==> config.mk <==
export PLATFORM = sky130hd
export DESIGN_NAME = fifo_wr_arbiter_flat
export DESIGN_NICKNAME = d
export VERILOG_FILES = /design/src/rtl/fifo_wr_arbiter_pkg.sv /design/src/rtl/fifo_wr_arbiter_if.sv /design/src/rtl/fifo_wr_arbiter_rr_pick.sv /design/src/rtl/fifo_wr_arbiter.sv /design/src/flat_wrapper.sv
export SDC_FILE = /design/constraint.sdc
export NUM_CORES = 1
export LEC_CHECK = 0
export BUFFER_PORTS_ARGS = -buffer_cell sky130_fd_sc_hd__buf_2
export CORE_ASPECT_RATIO = 0.9
export CORE_MARGIN = 2
export CORE_UTILIZATION = 37
export DETAILED_ROUTE_END_ITERATION = 12
export PLACE_DENSITY = 0.89
export SETUP_SLACK_MARGIN = 0.1
export SLEW_MARGIN = 20
export SYNTH_ARGS = -nofsm -noshare
export SYNTH_HDL_FRONTEND = slang
export SYNTH_HIERARCHICAL = 1
export SYNTH_SLANG_ARGS = --single-unit
==> constraint.sdc <==
create_clock -name i_clk -period 3.3 [get_ports i_clk]
set_input_delay 0 -clock i_clk [delete_from_list [all_inputs] [get_ports i_clk]]
set_output_delay 0 -clock i_clk [all_outputs]
set_load 0.05 [all_outputs]
==> src/rtl/fifo_wr_arbiter_pkg.sv <==
// Shared types and helpers for the round-robin FIFO write arbiter.
package fifo_arb_pkg;

   typedef enum logic [0:0] {
      ARB_IDLE  = 1'b0,
      ARB_GRANT = 1'b1
   } arb_state_e;

   // The search helper works on a fixed-width vector; NUM_REQ must not exceed it.
   localparam int RR_MAX_REQ = 32;
   localparam int RR_ID_W    = 5;

   typedef struct packed {
      logic               found;
      logic [RR_ID_W-1:0] id;
   } rr_result_t;

   function automatic int id_width(input int n);
      return (n > 1) ? $clog2(n) : 1;
   endfunction

   function automatic rr_result_t rr_next(input logic [RR_MAX_REQ-1:0] valid,
                                          input int n,
                                          input int last_id);
      rr_result_t res;
      int         idx;
      res = '0;
      idx = 0;
      for (int k = 1; k <= RR_MAX_REQ; k++) begin
         if ((k <= n) && !res.found) begin
            idx = (last_id + k) % n;
            if (valid[RR_ID_W'(idx)]) begin
               res.found = 1'b1;
               res.id    = RR_ID_W'(idx);
            end else begin
               res.found = 1'b0;
            end
         end else begin
            res = res;
         end
      end
      return res;
   endfunction

endpackage

==> src/rtl/fifo_wr_arbiter_if.sv <==
// Producer handshake plus FIFO write-port bundle shared by the arbiter and its environment.
interface fifo_wr_arbiter_if #(
   parameter int NUM_REQ    = 4,
   parameter int DATA_WIDTH = 32,
   parameter int ID_W       = fifo_arb_pkg::id_width(NUM_REQ)
);

   logic [NUM_REQ-1:0]            req_valid;
   logic [NUM_REQ*DATA_WIDTH-1:0] req_data;
   logic [NUM_REQ-1:0]            req_ready;
   logic                          fifo_full;
   logic                          fifo_cs;
   logic                          fifo_wr_en;
   logic [DATA_WIDTH-1:0]         fifo_data;
   logic [ID_W-1:0]               grant_id;
   logic                          busy;

   modport master (
      input  req_valid, req_data, fifo_full,
      output req_ready, fifo_cs, fifo_wr_en, fifo_data, grant_id, busy
   );

   modport slave (
      output req_valid, req_data, fifo_full,
      input  req_ready, fifo_cs, fifo_wr_en, fifo_data, grant_id, busy
   );

endinterface

==> src/rtl/fifo_wr_arbiter_rr_pick.sv <==
// Combinational round-robin pick: rotate so the search starts after last_id,
// priority-encode the lowest set bit, then rotate the index back.
module rr_pick
   import fifo_arb_pkg::*;
#(
   parameter int NUM_REQ = 4,
   parameter int ID_W    = id_width(NUM_REQ)
) (
   input  logic [NUM_REQ-1:0] i_valid,
   input  logic [ID_W-1:0]    i_last_id,
   output logic               o_found,
   output logic [ID_W-1:0]    o_id
);

   int                 w_start;
   int                 w_win;
   logic [NUM_REQ-1:0] w_rot;
   rr_result_t         w_enc;

   // Rotate, encode and un-rotate in one pass.
   always_comb begin
      w_start = (int'(i_last_id) >= NUM_REQ - 1) ? 0 : int'(i_last_id) + 1;
      w_rot   = '0;
      for (int k = 0; k < NUM_REQ; k++) begin
         w_rot[k] = i_valid[ID_W'((w_start + k) % NUM_REQ)];
      end
      // Searching "after NUM_REQ-1" is a plain lowest-index priority encode.
      w_enc   = rr_next(RR_MAX_REQ'(w_rot), NUM_REQ, NUM_REQ - 1);
      w_win   = (w_start + int'(w_enc.id)) % NUM_REQ;
      o_found = w_enc.found;
      o_id    = ID_W'(w_win);
   end

endmodule

==> src/rtl/fifo_wr_arbiter.sv <==
// Round-robin arbiter sharing one synchronous FIFO write port among NUM_REQ
// valid/ready producers, holding each grant for up to MAX_BURST beats.
module fifo_wr_arbiter
   import fifo_arb_pkg::*;
#(
   parameter int NUM_REQ    = 4,
   parameter int DATA_WIDTH = 32,
   parameter int MAX_BURST  = 4
) (
   input logic               i_clk,
   input logic               i_rst_n,
   fifo_wr_arbiter_if.master bus
);

   localparam int                ID_W        = id_width(NUM_REQ);
   localparam int                CNT_W       = $clog2(MAX_BURST + 1);
   localparam logic [ID_W-1:0]   LAST_ID_RST = ID_W'(NUM_REQ - 1);
   localparam logic [CNT_W-1:0]  LAST_BEAT   = CNT_W'(MAX_BURST - 1);

   arb_state_e            r_state;
   logic [ID_W-1:0]       r_grant_id;
   logic [ID_W-1:0]       r_last_id;
   logic [CNT_W-1:0]      r_beat_cnt;

   logic                  w_found;
   logic [ID_W-1:0]       w_winner;
   logic                  w_grant;
   logic                  w_g_valid;
   logic                  w_xfer;
   logic                  w_release;
   logic [NUM_REQ-1:0]    w_ready;
   logic [DATA_WIDTH-1:0] w_data;

   rr_pick #(
      .NUM_REQ (NUM_REQ),
      .ID_W    (ID_W)
   ) u_rr_pick (
      .i_valid   (bus.req_valid),
      .i_last_id (r_last_id),
      .o_found   (w_found),
      .o_id      (w_winner)
   );

   // Reset is gated in so a reset cycle mid-burst never writes the FIFO.
   assign w_grant   = (r_state == ARB_GRANT) & i_rst_n;
   assign w_g_valid = bus.req_valid[r_grant_id];
   assign w_xfer    = w_grant & w_g_valid & ~bus.fifo_full;
   assign w_release = ~w_g_valid | (w_xfer & (r_beat_cnt == LAST_BEAT));

   // Grantee ready and write-data mux.
   always_comb begin
      w_ready = '0;
      w_data  = '0;
      if (w_grant) begin
         w_ready[r_grant_id] = ~bus.fifo_full;
         w_data              = bus.req_data[int'(r_grant_id) * DATA_WIDTH +: DATA_WIDTH];
      end else begin
         w_ready = '0;
         w_data  = '0;
      end
   end

   assign bus.req_ready  = w_ready;
   assign bus.fifo_wr_en = w_xfer;
   assign bus.fifo_cs    = w_xfer;
   assign bus.fifo_data  = w_data;
   assign bus.grant_id   = r_grant_id;
   assign bus.busy       = (r_state == ARB_GRANT);

   // Arbitration state machine with synchronous reset.
   always_ff @(posedge i_clk) begin
      if (!i_rst_n) begin
         r_state    <= ARB_IDLE;
         r_grant_id <= '0;
         r_last_id  <= LAST_ID_RST;
         r_beat_cnt <= '0;
      end else begin
         case (r_state)
            ARB_IDLE: begin
               if (w_found) begin
                  r_state    <= ARB_GRANT;
                  r_grant_id <= w_winner;
                  r_beat_cnt <= '0;
               end else begin
                  r_state <= ARB_IDLE;
               end
            end
            ARB_GRANT: begin
               if (w_release) begin
                  r_state    <= ARB_IDLE;
                  r_last_id  <= r_grant_id;
                  r_beat_cnt <= '0;
               end else if (w_xfer) begin
                  r_beat_cnt <= r_beat_cnt + CNT_W'(1);
               end else begin
                  r_beat_cnt <= r_beat_cnt;
               end
            end
            default: begin
               r_state    <= ARB_IDLE;
               r_beat_cnt <= '0;
            end
         endcase
      end
   end

endmodule

==> src/flat_wrapper.sv <==
// flat-port wrapper written by rule: the top's interface ports become plain ports
module fifo_wr_arbiter_flat import fifo_arb_pkg::*;
#(
   parameter int NUM_REQ    = 4,
   parameter int DATA_WIDTH = 32,
   parameter int MAX_BURST  = 4
)
  (i_clk, i_rst_n, bus_req_valid, bus_req_data, bus_fifo_full, bus_req_ready, bus_fifo_cs, bus_fifo_wr_en, bus_fifo_data, bus_grant_id, bus_busy);
  fifo_wr_arbiter_if #(.NUM_REQ(NUM_REQ), .DATA_WIDTH(DATA_WIDTH)) bus_i ();
  input logic i_clk;
  input logic i_rst_n;
  input wire logic [$bits(bus_i.req_valid)-1:0] bus_req_valid;
  input wire logic [$bits(bus_i.req_data)-1:0] bus_req_data;
  input wire logic [$bits(bus_i.fifo_full)-1:0] bus_fifo_full;
  output wire logic [$bits(bus_i.req_ready)-1:0] bus_req_ready;
  output wire logic [$bits(bus_i.fifo_cs)-1:0] bus_fifo_cs;
  output wire logic [$bits(bus_i.fifo_wr_en)-1:0] bus_fifo_wr_en;
  output wire logic [$bits(bus_i.fifo_data)-1:0] bus_fifo_data;
  output wire logic [$bits(bus_i.grant_id)-1:0] bus_grant_id;
  output wire logic [$bits(bus_i.busy)-1:0] bus_busy;
  assign bus_i.req_valid = bus_req_valid;
  assign bus_i.req_data = bus_req_data;
  assign bus_i.fifo_full = bus_fifo_full;
  assign bus_req_ready = bus_i.req_ready;
  assign bus_fifo_cs = bus_i.fifo_cs;
  assign bus_fifo_wr_en = bus_i.fifo_wr_en;
  assign bus_fifo_data = bus_i.fifo_data;
  assign bus_grant_id = bus_i.grant_id;
  assign bus_busy = bus_i.busy;
  fifo_wr_arbiter #(.NUM_REQ(NUM_REQ), .DATA_WIDTH(DATA_WIDTH), .MAX_BURST(MAX_BURST)) u_core (.i_clk(i_clk), .i_rst_n(i_rst_n), .bus(bus_i));
endmodule
==> results of run 1 <==
power by group:
part / switching (uW) / leakage (uW) / total [uW] / internal, uW
clock: 34.8 / 0.0000216 / 113 / 78.7
sequential: 29.3 / 0.0000660 / 135 / 106
combinational: 236 / 0.00115 / 472 / 236
state kept, by name, indices dropped and copies added (netlist names):
signal / cells
u_core/r_last_id: 2
u_core/r_beat_cnt: 3
u_core/bus.grant_id: 2
u_core/bus.busy: 1
cell usage after synthesis (2+ instances only):
library cell   n
nor2b_1       35
mux4_2        29
dfxtp_1        8
nand2_1        7
clkbuf_1       6
nor2_1         5
buf_2          4
inv_1          4
mux2i_1        4
mux4_1         4
buf_4          3
ha_1           3
and3b_1        2
nand3_1        2
o21a_1         2
o21ai_0        2
o22ai_1        2
o31ai_1        2
worst max path at each step:
| stage | start | to |
|---|---|---|
| 2_1_floorplan | u_core/bus.busy | bus_req_ready[0] |
| 3_3_place_gp | u_core/bus.grant_id[0] | bus_fifo_data[29] |
| 3_5_place_dp | u_core/bus.grant_id[0] | bus_fifo_data[19] |
| 4_1_cts | u_core/bus.grant_id[0] | bus_fifo_data[19] |
| 5_1_grt | u_core/bus.grant_id[0] | bus_fifo_data[23] |
| 6_report | u_core/bus.grant_id[0] | bus_fifo_data[23] |
per-stage QoR:
step	power [uW]	cells	hold slack, ns	cell area (sq um)	utilization [%]
floorplan	483	142	0.0718	1570	-
global placement	596	353	0.245	2430	59.7
detailed placement	610	353	0.243	2430	59.7
CTS	727	356	0.0176	2470	60.7
global route	763	356	0.0219	2470	60.7
finish	721	356	0.0257	2470	60.7
area by class of cell:
type / count / share of cell area [%]
clock buffers: 3 / 1.67
inverters: 4 / 0.607
multi-input cells: 115 / 52.5
flip-flops and latches: 8 / 6.52
well taps: 48 / 2.43
repair buffers: 178 / 36.3
cells by family (layout without fill, tap and decap cells):
group           after synthesis  in the layout  share of synthesized area, %
compound gates               17             17                          8.05
fa+ha+maj                     3              3                          2.39
buf+inv                      19            185                          7.09
flops                         8              8                          10.2
mux                          37             37                          50.8
simple gates                 58             58                          21.4
layer usage:
| layer | wire [um] | share of wire, % | GRT usage, % |
|---|---|---|---|
| met1 | 2190 | 39 | 25.6 |
| met2 | 2930 | 52 | 38.4 |
| met3 | 322 | 5.7 | 3.05 |
| met4 | 192 | 3.4 | 8.56 |
| met5 | 0 | 0 | 0 |
==> summary.txt, run 1 <==
Status
  – Outcome: finished, final reports clean

Final layout
  – Most frequent cells in the layout: 175 x buf_2, 35 x nor2b_1, 29 x mux4_2
  – Fillers: 349
  – Area of the multi-input gates: 1300 sq um
  – Share of cells above drive strength 1: roughly 69%
  – Area delta synth->final: 57.6%
  – FF+latch area: 161 sq um
  – Most common cell after layout, fill and taps aside: buf_2
  – Layout Nets: 448
  – Inserted Diodes: 0

Critical path
  – R2R cell count: 3
  – Reg-to-reg critical path startpoint: u_core/bus.grant_id[0]
  – CP Capture Type: output pin
  – Slowest stage cell, crit path: dfxtp_2
  – Crit-path max FO: 20
  – Startpoint types: flop
  – WS Path Type: flop to output pin
  – RR Endpoint: u_core/r_beat_cnt[1]
  – Worst EP arrival: around 2.2 ns
  – Req. time, crit path: 3.30 ns
  – Reg2Reg Setup Slack: between 1 and 1.5 ns
  – Crit-path cells: buf_4 > mux4_2 > nor2b_1 > buf_2
  – CP max stage delay: ~0.67 ns
  – Crit path depth: 4
  – Crit-path leading delay family: flip-flops
  – WP buf/inv: 2

Clock network
  – Cts hold-fix bufs: 0
  – Clock edge transition at the registers on the reported setup and hold paths: 0.04 ns
  – CTS sink cnt: 8
  – CTS-repair resized insts: 0
  – CTS Buffer Depth: 2
  – Cts bufs inserted: 3
  – Clk_lat worst skew: 0.22 ns
  – Postcts setup bufs: 0
  – TritonCTS clock tree: yes
  – H-Tree Depth: 1
  – Root Buffer: clkbuf_8

Drt
  – Starting DRC count in detailed routing: 47
  – DRT antenna net count: 0
  – Total Wirelength: 5630 um
  – Residual DRC: 0
  – Routed vias: between 1500 and 2000
  – Via-per-instance ratio: 5.28
  – First-pass DRT Iterations: 4
  – Routed len/inst: 15.8 um

Place
  – I/O Buffers: ~180
  – Placer Congestion: 0.901
  – Detailed placement HPWL: 4880 um
  – Place WS: 1.25 ns

Logic synthesis
  – Synth area leader: mux4_2
  – Synthesized area: about 1600 sq um
  – Dominant synthesized flop cell: dfxtp_1
  – Post-synth top area share: between 40% and 50%
  – FFs w/ async S/R, synth: 0%
  – Synth Register Bits: 8
  – Area contributors post-synth: mux4_2 42%, nor2b_1 14%, dfxtp_1 10%, mux4_1 6.7%, mux2i_1 2.5%
  – Gate Count Post-Synth: approximately 140
  – Synth Warn #: 6
  – Syn Area/Cell: 11.1 sq um
  – Seq/Total Area, Yosys: 10.2%
  – Syn Nets: between 200 and 300
  – Distinct cells, synth: 36
  – Number of synthesized flops with an enable pin: 0

Die
  – Die Wd: roughly 73 um
  – Ports: 176
  – Die area: 4780 sq um
  – Starting Density: 38.5%
  – Die H: approximately 66 um
  – Core ar.: just over 4000 sq um
  – Std cell rows: 22

Timing
  – RSZ-0062 raised after global routing: no
  – Setup violations, final: 0
  – Worst Setup Slack, final: about 1.1 ns
  – Crit share post-route: about 68%
  – Fin. max-slew vios: 0
  – Skew final: 0.00271 ns
  – Max Clk Rate: roughly 450 MHz
  – Final hold violation count: 0
  – Worst slew pin tran: 1.09 ns
  – Max transition margin: 26.9%
  – Setup Total Neg Slack: 0 ns
  – Min Tclk post-route: about 2.2 ns

Pwr
  – Power per cell area: slightly below 300 nW/um^2
  – Worst vdd ir: 0.000354 V
  – Leakage: 0.00124 uW

Global route
  – Overflow after GRT: 0
  – Vias in the first global route: 1796
  – Initial antenna violation count: 0
  – Largest net degree at the start of global routing: 34
  – First-pass GRT wire length: roughly 8000 um
  – Total track usage: 21.4%

Hold path
  – Hold path start: i_rst_n
  – Hold path depth: 2
  – Worst Hold Class: input pin to flop
  – Hold EP: u_core/r_last_id[1]

Run
  – MaxCap Viol Count: 0
(Power assumes the default switching activity.)
==> run 2: changes to the inputs <==
--- a/config.mk
+++ b/config.mk
@@ -8,9 +8,9 @@
 export BUFFER_PORTS_ARGS = -buffer_cell sky130_fd_sc_hd__buf_2
 export CORE_ASPECT_RATIO = 0.9
 export CORE_MARGIN = 2
-export CORE_UTILIZATION = 37
+export CORE_UTILIZATION = 35
 export DETAILED_ROUTE_END_ITERATION = 12
-export PLACE_DENSITY = 0.89
+export PLACE_DENSITY = 0.85
 export SETUP_SLACK_MARGIN = 0.1
 export SLEW_MARGIN = 20
 export SYNTH_ARGS = -nofsm -noshare
==> constraint.sdc (replaced) <==
create_clock -name i_clk -period 2.21 [get_ports i_clk]
set_input_delay 0 -clock i_clk [delete_from_list [all_inputs] [get_ports i_clk]]
set_output_delay 0 -clock i_clk [all_outputs]
set_load 0.05 [all_outputs]
==> summary.txt, run 2 (synthesized netlist as in run 1, its figures left out) <==
Clock network
  – Clock edge transition at the registers on the reported setup and hold paths: roughly 0.040 ns
  – H-Tree Depth: 1
  – TritonCTS clock tree: yes
  – Cts hold-fix bufs: 0
  – CTS-repair resized insts: 0
  – CTS Buffer Depth: 2
  – Clk_lat worst skew: 0.23 ns
  – CTS sink cnt: 8
  – Postcts setup bufs: 0
  – Root Buffer: clkbuf_8
  – Cts bufs inserted: 3

Timing
  – Final hold violation count: 0
  – RSZ-0062 raised after global routing: no
  – Worst Setup Slack, final: 0.214 ns
  – Setup violations, final: 0
  – Worst slew pin tran: 0.623 ns
  – Crit share post-route: 90.3%
  – Setup Total Neg Slack: 0 ns
  – Min Tclk post-route: between 1.5 and 2 ns
  – Max Clk Rate: 501 MHz
  – Skew final: 0.00169 ns
  – Fin. max-slew vios: 0
  – Max transition margin: between 50% and 60%

Final layout
  – Fillers: 424
  – Layout Nets: 449
  – Area delta synth->final: 61.8%
  – Fin area: between 2000 and 3000 sq um
  – Top reg by flops: u_core/r_beat_cnt
  – Share of cells above drive strength 1: 69.9%
  – Max reg flops: 3
  – Most frequent cells in the layout: 175 x buf_2, 35 x nor2b_1, 29 x mux4_2
  – Inserted Diodes: 0
  – Most common cell after layout, fill and taps aside: buf_2

Die
  – Starting Density: 35.9%
  – Die H: 67.5 um
  – Ports: 176
  – Die area: approximately 5000 sq um
  – Die Wd: approximately 75 um
  – Core ar.: roughly 4400 sq um
  – Std cell rows: 23

Global route
  – First-pass GRT wire length: 8070 um
  – Vias in the first global route: roughly 1800
  – Total track usage: 21.0%
  – Initial antenna violation count: 0
  – Overflow after GRT: 0
  – Largest net degree at the start of global routing: 30

Place
  – Detailed placement HPWL: 5020 um
  – I/O Buffers: around 180
  – Placer Congestion: 0.817
  – Placed Area: 2500 sq um
  – Place WS: 0.462 ns

Critical path
  – Startpoint types: flop
  – WS Path Type: flop to output pin
  – CP max stage delay: 0.72 ns
  – Crit-path leading delay family: flip-flops
  – WP buf/inv: 2
  – Req. time, crit path: 2.21 ns
  – Crit path depth: 4
  – Crit-path cells: buf_4 > mux4_2 > nor2b_1 > buf_2
  – Slowest stage cell, crit path: dfxtp_2
  – R2R cell count: 3
  – Worst EP arrival: 2.00 ns
  – Crit-path max FO: 29
  – CP Capture Type: output pin

Hold path
  – Hold path depth: 2
  – Worst Hold Class: input pin to flop

Drt
  – Routed vias: 1901
  – Via-per-instance ratio: 5.12
  – Routed len/inst: 15.6 um
  – First-pass DRT Iterations: 4
  – Residual DRC: 0
  – DRT antenna net count: 0
  – Total Wirelength: 5800 um
  – Starting DRC count in detailed routing: 56

Pwr
  – Leakage: 0.00125 uW
  – Worst vdd ir: around 0.00024 V
  – Power per cell area: 437 nW/um^2

Status
  – Outcome: finished, final reports clean

Run
  – MaxCap Viol Count: 0
-- run 2: cell count changes in the layout (fill, tap and decap cells not counted), sizes merged --
cell	before	now
buf	178	179
-- run 2: metal layers --
| metal | track usage [%] | routed length (um) | up-vias |
|---|---|---|---|
| met5 | 0 | 0 | - |
| met1 | 25.3 | 2070 | 901 |
| met4 | 6.47 | 103 | 0 |
| li1 | - | - | 899 |
| met2 | 39.3 | 3220 | 91 |
| met3 | 1.94 | 406 | 10 |
-- run 2: layout make-up --
class                   instances  area, sq um  area share [%]
well taps                      62         77.6            3.05
inverters                       4         15.0           0.591
clock buffers                   3         41.3            1.62
multi-input cells             115         1310            51.7
flip-flops and latches          8          163            6.40
repair buffers                179          931            36.6
-- run 2: worst paths after layout --
kind                               start                    to  slack (ns)
setup / recovery  u_core/bus.grant_id[1]     bus_fifo_data[30]        0.21
hold / removal                   i_rst_n   u_core/r_last_id[1]        0.02
setup reg to reg  u_core/bus.grant_id[1]  u_core/r_beat_cnt[2]        0.48
hold reg to reg     u_core/r_beat_cnt[1]  u_core/r_beat_cnt[1]        0.49
-- run 2: where the power goes --
part           leakage (uW)  total [uW]  internal [uW]  switching, uW
sequential        0.0000663         196            158           37.3
combinational       0.00116         731            364            367
clock             0.0000216         183            119           64.1
-- run 2: through the flow --
stage,power [uW],util [%],hold WS [ns],cells
finish,1110,58.1,0.0203,371
global route,1170,58.1,0.0350,371
CTS,1110,58.1,0.0135,371
detailed placement,931,57.2,0.252,368
global placement,909,57.2,0.249,368
floorplan,725,-,0.0655,142
==> run 3: changes to the inputs <==
--- a/config.mk
+++ b/config.mk
@@ -10,7 +10,9 @@
 export CORE_MARGIN = 2
 export CORE_UTILIZATION = 35
 export DETAILED_ROUTE_END_ITERATION = 12
+export MAX_ROUTING_LAYER = met4
 export PLACE_DENSITY = 0.85
+export REMOVE_ABC_BUFFERS = 1
 export SETUP_SLACK_MARGIN = 0.1
 export SLEW_MARGIN = 20
 export SYNTH_ARGS = -nofsm -noshare
==> summary.txt, run 3 (synthesized netlist as in run 1, its figures left out) <==
Die
  – Die Wd: 74.6 um
  – Std cell rows: 23
  – Die area: 5040 sq um
  – Die H: 67.5 um
  – Ports: between 150 and 200
  – Core ar.: 4370 sq um
  – Starting Density: 35.9%

Final layout
  – Max reg flops: 3
  – Share of cells above drive strength 1: a little over two thirds
  – Area delta synth->final: 60.6%
  – Most frequent cells in the layout: 175 x buf_2, 35 x nor2b_1, 29 x mux4_2
  – Most common cell after layout, fill and taps aside: buf_2
  – Post-route insts no fill: 372
  – Top reg by flops: u_core/r_beat_cnt
  – Inserted Diodes: 0
  – Layout Nets: 450

Timing
  – Fin. max-slew vios: 0
  – Crit share post-route: between 80% and 90%
  – Setup violations, final: 0
  – Final hold slack: 0.0217 ns
  – Final hold violation count: 0
  – Max transition margin: 70.1%
  – Worst Setup Slack, final: 0.407 ns
  – Worst slew pin tran: 0.448 ns
  – Skew final: 0.00351 ns
  – Max Clk Rate: 555 MHz
  – RSZ-0062 raised after global routing: no
  – Min Tclk post-route: 1.80 ns

Pwr
  – Leakage: 0.00125 uW
  – Worst vdd ir: 0.000223 V
  – Power per cell area: roughly 430 nW/um^2
  – Total design power: 1090 uW

Critical path
  – WP buf/inv: 2
  – Worst EP arrival: 1.80 ns
  – Slowest stage cell, crit path: dfxtp_2
  – R2R cell count: 5
  – Req. time, crit path: approximately 2.2 ns
  – CP max stage delay: 0.60 ns
  – Startpoint types: flop
  – Crit-path cells: buf_4 > mux4_2 > nor2b_1 > buf_2
  – WS Path Type: flop to output pin
  – CP Capture Type: output pin
  – Crit path depth: 4
  – Crit-path leading delay family: flip-flops
  – Crit-path max FO: 20

Place
  – Detailed placement HPWL: 5290 um
  – Place WS: approximately 0.64 ns
  – Placed Cells: approximately 370
  – I/O Buffers: around 180
  – Placer Congestion: around 0.89

Global route
  – Met1 GRT Util: 27.1%
  – Largest net degree at the start of global routing: 27
  – First-pass GRT wire length: 8970 um
  – Initial antenna violation count: 0
  – GRT busiest layer: met2
  – Grt met2 use: 44.5%
  – Vias in the first global route: 1858
  – Total track usage: 24.2%
  – Met3 usage: 3.58%
  – Overflow after GRT: 0

Clock network
  – Clock edge transition at the registers on the reported setup and hold paths: 0.04 ns
  – CTS Buffer Depth: 2
  – Clk_lat worst skew: 0.23 ns
  – CTS sink cnt: 8
  – Cts bufs inserted: 3
  – Postcts setup bufs: 0
  – TritonCTS clock tree: yes
  – Root Buffer: clkbuf_8
  – CTS-repair resized insts: 0
  – Cts hold-fix bufs: 0
  – H-Tree Depth: 1

Drt
  – First-pass DRT Iterations: 4
  – DRT antenna net count: 0
  – Routed len/inst: 16.3 um
  – Via-per-instance ratio: 5.18
  – Residual DRC: 0
  – Routed vias: 1928
  – Starting DRC count in detailed routing: 66
  – Total Wirelength: 6060 um

Run
  – MaxCap Viol Count: 0

Hold path
  – Worst Hold Class: input pin to flop
  – Hold path depth: 2

Status
  – Outcome: finished, final reports clean
## run 3: changes by cell type in the layout (fill, tap and decap cells not counted), sizes merged
cell / before / now
buf: 179 / 180
## run 3: path summary, 6_finish.rpt
path / startpoint / to / slack, ns
max: u_core/bus.grant_id[1] / bus_fifo_data[14] / 0.41
min: i_rst_n / u_core/r_last_id[1] / 0.02
max reg2reg: u_core/r_beat_cnt[0] / u_core/r_last_id[0] / 0.64
min reg2reg: u_core/r_beat_cnt[1] / u_core/r_beat_cnt[1] / 0.48
## run 3: final cells by class
type,instances,area [sq um]
Clock buffer,3,41.3
Fill cell,408,1850
Sequential cell,8,163
Inverter,4,15.0
Multi-Input combinational cell,115,1300
Timing Repair Buffer,180,926
Tap cell,62,77.6
## run 3: power by group
| part | leakage, uW | internal [uW] | switching [uW] | total [uW] |
|---|---|---|---|---|
| logic | 0.00116 | 362 | 371 | 733 |
| clock network | 0.0000216 | 118 | 55.2 | 173 |
| registers | 0.0000663 | 158 | 30.3 | 189 |
| total | 0.00125 | 638 | 456 | 1090 |
## run 3: worst register-to-register path, delay by kind of cell (launching register included)
family | cells | cell delay, ns
AOI/OAI and AO/OA | 3 | 0.72
adders and majority gates | 2 | 0.41
DFF | 1 | 0.32
## run 3: routing by layer
layer / share of wire, % / vias to the layer above
li1: - / 899
met1: 38 / 913
met2: 53 / 104
met3: 7.7 / 12
met4: 1.3 / 0
met5: 0 / -
## run 3: per-stage QoR
step	cell area [sq um]	setup TNS (ns)	utilization, %
after global routing	2520	0	57.6
after global placement	2480	0	56.7
final	2520	0	57.6
after floorplan	1470	-37.98	-
after CTS	2520	0	57.6
after detailed placement	2480	0	56.7
